[config.mk]
export PLATFORM = sky130hd
export DESIGN_NAME = par_serial_lane
export DESIGN_NICKNAME = d
export VERILOG_FILES = /design/src/rtl/par_serial_lane.sv
export SDC_FILE = /design/constraint.sdc
export NUM_CORES = 1
export LEC_CHECK = 0
export CAP_MARGIN = 20
export CORE_MARGIN = 8
export CORE_UTILIZATION = 57
export DETAILED_ROUTE_END_ITERATION = 8
export PLACE_DENSITY = 0.78
export SETUP_SLACK_MARGIN = 0.02
export SLEW_MARGIN = 20
export SYNTH_ARGS = -nofsm -noshare
export SYNTH_HDL_FRONTEND = slang
export SYNTH_SLANG_ARGS = --single-unit
[constraint.sdc]
create_clock -name clk_8f -period 3.21 [get_ports clk_8f]
set_input_delay 0.8025 -clock clk_8f [delete_from_list [all_inputs] [get_ports clk_8f]]
set_output_delay 0.8025 -clock clk_8f [all_outputs]
set_load 0.05 [all_outputs]
[src/rtl/par_serial_lane.sv]
// par_serial_lane: one transmit lane. Buffers striped bytes in a small FIFO and
// serializes them MSB first at one bit per clk_8f cycle. After activation it
// sends INIT_COMS comma symbols, then sends data bytes, filling gaps with commas.
//
// Input handshake: a byte is taken on a rising clk_8f edge exactly when
// valid_in=1 and ready_out=1. When valid_in=1 and ready_out=0, the byte is
// dropped silently. ready_out depends only on the registered FIFO count, so a
// pop in the same cycle never frees a slot early.
module par_serial_lane #(
  parameter int unsigned FIFO_DEPTH = 4,
  parameter logic [7:0]  COM_SYM    = 8'hBC,
  parameter int unsigned INIT_COMS  = 4
) (
  input  logic       clk_8f,
  input  logic       reset,
  input  logic       active,
  input  logic [7:0] data_in,
  input  logic       valid_in,
  output logic       ready_out,
  output logic       data_serial,
  output logic       sym_start,
  output logic       sym_is_data,
  output logic [1:0] dbg_state
);

  localparam int unsigned PTR_W  = $clog2(FIFO_DEPTH);
  localparam int unsigned CNT_W  = $clog2(FIFO_DEPTH) + 1;
  localparam int unsigned ICNT_W = $clog2(INIT_COMS + 1);
  localparam logic [CNT_W-1:0]  FULL_CNT  = CNT_W'(FIFO_DEPTH);
  localparam logic [ICNT_W-1:0] INIT_LAST = ICNT_W'(INIT_COMS - 1);

  typedef enum logic [1:0] {
    ST_OFF  = 2'd0,
    ST_INIT = 2'd1,
    ST_RUN  = 2'd2
  } state_e;

  state_e            state_q, state_d;
  logic [2:0]        bit_cnt_q, bit_cnt_d;
  logic [7:0]        shift_q, shift_d;
  logic [ICNT_W-1:0] init_cnt_q, init_cnt_d;
  logic              sym_start_q, sym_start_d;
  logic              sym_is_data_q, sym_is_data_d;

  logic [7:0]        fifo_mem_q [FIFO_DEPTH];
  logic [PTR_W-1:0]  wr_ptr_q, wr_ptr_d;
  logic [PTR_W-1:0]  rd_ptr_q, rd_ptr_d;
  logic [CNT_W-1:0]  count_q, count_d;

  logic              push;
  logic              pop;
  logic              fifo_empty;
  logic              boundary;
  logic [7:0]        fifo_head;

  // FIFO status decode from registered count (no pop bypass).
  always_comb begin
    ready_out  = (count_q < FULL_CNT);
    fifo_empty = (count_q == '0);
    push       = valid_in && ready_out;
    fifo_head  = fifo_mem_q[rd_ptr_q];
  end

  // FIFO pointer and count update; pointers wrap naturally (power-of-2 depth).
  always_comb begin
    wr_ptr_d = wr_ptr_q;
    rd_ptr_d = rd_ptr_q;
    count_d  = count_q;
    if (push) begin
      wr_ptr_d = wr_ptr_q + PTR_W'(1);
    end
    if (pop) begin
      rd_ptr_d = rd_ptr_q + PTR_W'(1);
    end
    case ({push, pop})
      2'b10:   count_d = count_q + CNT_W'(1);
      2'b01:   count_d = count_q - CNT_W'(1);
      default: count_d = count_q;
    endcase
  end

  // Lane FSM: symbol framing, comma insertion and FIFO pops at symbol boundaries.
  always_comb begin
    state_d       = state_q;
    bit_cnt_d     = bit_cnt_q;
    shift_d       = shift_q;
    init_cnt_d    = init_cnt_q;
    sym_start_d   = 1'b0;
    sym_is_data_d = sym_is_data_q;
    pop           = 1'b0;
    boundary      = (bit_cnt_q == 3'd7);

    case (state_q)
      ST_OFF: begin
        shift_d       = 8'h00;
        sym_is_data_d = 1'b0;
        bit_cnt_d     = 3'd7;
        if (active) begin
          state_d     = ST_INIT;
          shift_d     = COM_SYM;
          bit_cnt_d   = 3'd0;
          init_cnt_d  = '0;
          sym_start_d = 1'b1;
        end
      end
      ST_INIT, ST_RUN: begin
        bit_cnt_d = bit_cnt_q + 3'd1;
        shift_d   = {shift_q[6:0], 1'b0};
        if (boundary) begin
          if (!active) begin
            // Deassertion only takes effect once the current symbol is complete.
            state_d       = ST_OFF;
            shift_d       = 8'h00;
            sym_is_data_d = 1'b0;
            bit_cnt_d     = 3'd7;
            init_cnt_d    = '0;
          end else if ((state_q == ST_INIT) && (init_cnt_q != INIT_LAST)) begin
            init_cnt_d    = init_cnt_q + ICNT_W'(1);
            shift_d       = COM_SYM;
            sym_is_data_d = 1'b0;
            sym_start_d   = 1'b1;
          end else begin
            // Last init comma just ended, or a regular run boundary.
            state_d     = ST_RUN;
            init_cnt_d  = '0;
            sym_start_d = 1'b1;
            if (!fifo_empty) begin
              pop           = 1'b1;
              shift_d       = fifo_head;
              sym_is_data_d = 1'b1;
            end else begin
              shift_d       = COM_SYM;
              sym_is_data_d = 1'b0;
            end
          end
        end
      end
      default: begin
        state_d       = ST_OFF;
        shift_d       = 8'h00;
        sym_is_data_d = 1'b0;
        bit_cnt_d     = 3'd7;
        init_cnt_d    = '0;
      end
    endcase
  end

  // Control and datapath registers; reset truncates any symbol in flight.
  always_ff @(posedge clk_8f or negedge reset) begin
    if (!reset) begin
      state_q       <= ST_OFF;
      bit_cnt_q     <= 3'd7;
      shift_q       <= 8'h00;
      init_cnt_q    <= '0;
      sym_start_q   <= 1'b0;
      sym_is_data_q <= 1'b0;
      wr_ptr_q      <= '0;
      rd_ptr_q      <= '0;
      count_q       <= '0;
    end else begin
      state_q       <= state_d;
      bit_cnt_q     <= bit_cnt_d;
      shift_q       <= shift_d;
      init_cnt_q    <= init_cnt_d;
      sym_start_q   <= sym_start_d;
      sym_is_data_q <= sym_is_data_d;
      wr_ptr_q      <= wr_ptr_d;
      rd_ptr_q      <= rd_ptr_d;
      count_q       <= count_d;
    end
  end

  // FIFO storage; contents are meaningless until written, so no reset.
  always_ff @(posedge clk_8f) begin
    if (push) begin
      fifo_mem_q[wr_ptr_q] <= data_in;
    end
  end

  // Registered outputs.
  always_comb begin
    data_serial = shift_q[7];
    sym_start   = sym_start_q;
    sym_is_data = sym_is_data_q;
    dbg_state   = state_q;
  end

endmodule

==> reports/metrics.cfg <==
[clock_tree]
cts_resized = 0
tritoncts = done
cts_max_path_buffers = 2
clk_pin_slew_ns = 0.06
cts_sinks = 57
cts_root_buf = clkbuf_8
clk_latency_ns = 0.32
h-tree-depth = 3
cts_buffers = 9
cts_hold_buf = 0
cts_setup_buffers = 0

[synthesis]
synth_top_area_share_pct = 38.8
ys_async_sr_fraction_pct = 43.9
synth-main-ff-cell = edfxtp_1
yosysTopAreaCell = edfxtp_1
synth.most_common_cell = edfxtp_1
syn_inst = 167
synthTopCellsByArea = edfxtp_1, dfrtp_1, mux4_2
syn_area_um2 = 2470
syn_avg_cell_area_um2 = 14.8
synth.distinct_cells = 39
synth_nets = 192
synth_warnings = 0
synth_seq_cells = 57
synth_commonest_cells = edfxtp_1, dfrtp_1, inv_1, ha_1, mux4_2
yosysSeqAreaShare_pct = 64.3
synth_edf_count = 32

[place]
placed_cell_area_um2 = 2700
dp_hpwl_um = 2750
port_buffers = 17
place_congestion = 0.716

[cells_and_area]
drive_gt1_share_pct = 15.2
fin_nets = 217
areaGrowthSynthToFinish_pct = 16.3
antenna_cells = 0
design_area_um2 = 2880
nFillCells = 318

[timing]
finalMaxSlewViolations = 0
worst_slew_pin_slew_ns = 0.566
setup_viol = 0
hold_viol = 0
tns_ns = 0
max_slew_margin_pct = 62.3
achievable-frequency_mhz = 398
timing.final.crit_share_pct = 78.3
rsz0062_at_grt = false
clock_skew_ns = 0.00434
min_period_ns = 2.51

[detailed_routing]
wl_um = 4030
dr.pass1.iters = 4
drtAntennaViolNets = 0
drt_iter0_drc = 70
avgRoutedWirePerCell_um = 16.2
vias = 1361
drc = 0
vias_per_cell = 5.47

[power]
powerDensity_nw_per_um2 = 908
power_leakage_nw = 1.14
vdd_ir_drop_max_mv = 0.405

[flow_run]
cap_violations = 0

[critical_path]
cp_slowest_cell = ha_1
cp.required_ns = 3.45
crit_path_start_kind = flip-flop
crit_type = flip-flop to flip-flop
r2r_slack_ns = 0.70
arrival_ns = 2.76
cp_max_fo = 12
critPathMaxStageDelay_ns = 0.46
path_cells = inv_1 -> ha_1 -> nand3_1 -> nor3_2 -> ha_1 -> inv_1 -> fa_1 -> xor2_1 -> nor2_1 -> xnor2_1
crit_path_end_kind = flip-flop

[grt]
overflow = 0
grt_pass1_wl_um = 7010
grt_pass1_vias = 1491
antenna_found_initial = 0
grt_max_degree = 26
track_usage_pct = 14.4

[worst_hold_path]
worstHoldPathType = flip-flop to flip-flop

[floorplanning]
core_um2 = 4260
die_w_um = 81.9
ios = 18
start_util_pct = 58.0
die_h_um = 81.9
dieArea_um2 = 6700
rows = 24

[outcome]
status = finished, final reports clean

per-stage QoR:
stage	worst slack [ns]	power, mW	utilization, %	cells	hold WS (ns)
floorplan	0.660	1.80	-	167	0.442
global placement	0.463	1.99	63.3	233	0.450
detailed placement	0.434	2.04	63.3	233	0.468
CTS	0.656	2.64	67.5	249	0.481
global route	0.410	2.79	67.5	249	0.505
finish	0.697	2.61	67.5	249	0.483
cells by family (layout without fill, tap and decap cells):
family / Yosys count / after routing / synth area share (%)
flip-flops: 57 / 57 / 64.3
multiplexers: 8 / 8 / 7.44
AO/OA/AOI/OAI: 28 / 28 / 7.23
XOR/XNOR: 6 / 6 / 2.12
buffers and inverters: 21 / 51 / 3.69
adder cells (fa/ha/maj): 13 / 13 / 6.88
AND/OR/NAND/NOR: 34 / 34 / 8.35
area by class of cell:
class / instances / area, um^2 / share of cell area, %
Sequential cell: 57 / 1590 / 55.3
Multi-Input combinational cell: 89 / 792 / 27.5
Timing Repair Buffer: 21 / 200 / 6.96
Clock buffer: 11 / 131 / 4.57
Tap cell: 52 / 65.1 / 2.26
Inverter: 14 / 52.6 / 1.83
Clock inverter: 5 / 46.3 / 1.61
path summary, 6_finish.rpt:
check / from / endpoint / cells after the start
worst min-delay path: shift_q[3]$_DFF_PN0_ / shift_q[4]$_DFF_PN0_ / 2
min in group asynchronous: reset / init_cnt_q[1]$_DFFE_PN0P_ / 2
worst max register to register: dbg_state[0]$_DFFE_PN0P_ / count_q[2]$_DFFE_PN0P_ / 10
max in group asynchronous: reset / bit_cnt_q[0]$_DFF_PN1_ / 2
worst min register to register: shift_q[3]$_DFF_PN0_ / shift_q[4]$_DFF_PN0_ / 2
worst max-delay path: dbg_state[0]$_DFFE_PN0P_ / count_q[2]$_DFFE_PN0P_ / 10
sequential cells by signal, summed over array words and instances (netlist names):
name and cells:
fifo_mem_q 32, shift_q 8, bit_cnt_q 3, count_q 3, init_cnt_q 3, dbg_state 2, rd_ptr_q 2, wr_ptr_q 2
sym_is_data 1, sym_start 1
critical path: cells and delay by family (launching register included):
family                   cells  cell delay [ns]
adder cells (fa/ha/maj)      3             1.05
AND/OR/NAND/NOR              3             0.57
flip-flops                   1             0.42
XOR/XNOR                     2             0.27
buffers and inverters        2             0.12
layout by cell type (no fill, tap or decap), types with 4 or more instances in the layout:
| master | n |
|---|---|
| a21oi_1 | 6 |
| and2_1 | 4 |
| buf_4 | 4 |
| clkbuf_8 | 9 |
| clkdlybuf4s50_1 | 17 |
| dfrtp_1 | 22 |
| edfxtp_1 | 32 |
| ha_1 | 12 |
| inv_1 | 14 |
| mux4_2 | 7 |
| nand2_1 | 5 |
| nor2_1 | 4 |
| nor2b_1 | 4 |
| nor3_1 | 6 |
| o21ai_0 | 5 |
| o21ai_1 | 5 |
power by group:
group	internal [mW]	switching (mW)	total, mW
logic	0.403	0.515	0.918
registers	0.972	0.124	1.10
clock network	0.349	0.249	0.598
total	1.72	0.888	2.61
metal layers:
| layer | GRT usage [%] | vias to the layer above | share of wire (%) |
|---|---|---|---|
| met3 | 3.94 | 11 | 4.3 |
| li1 | - | 655 | - |
| met4 | 9.47 | 0 | 2.7 |
| met1 | 16.5 | 670 | 42 |
| met2 | 23.2 | 25 | 51 |
| met5 | 0 | - | 0 |
(Power assumes the default switching activity.)
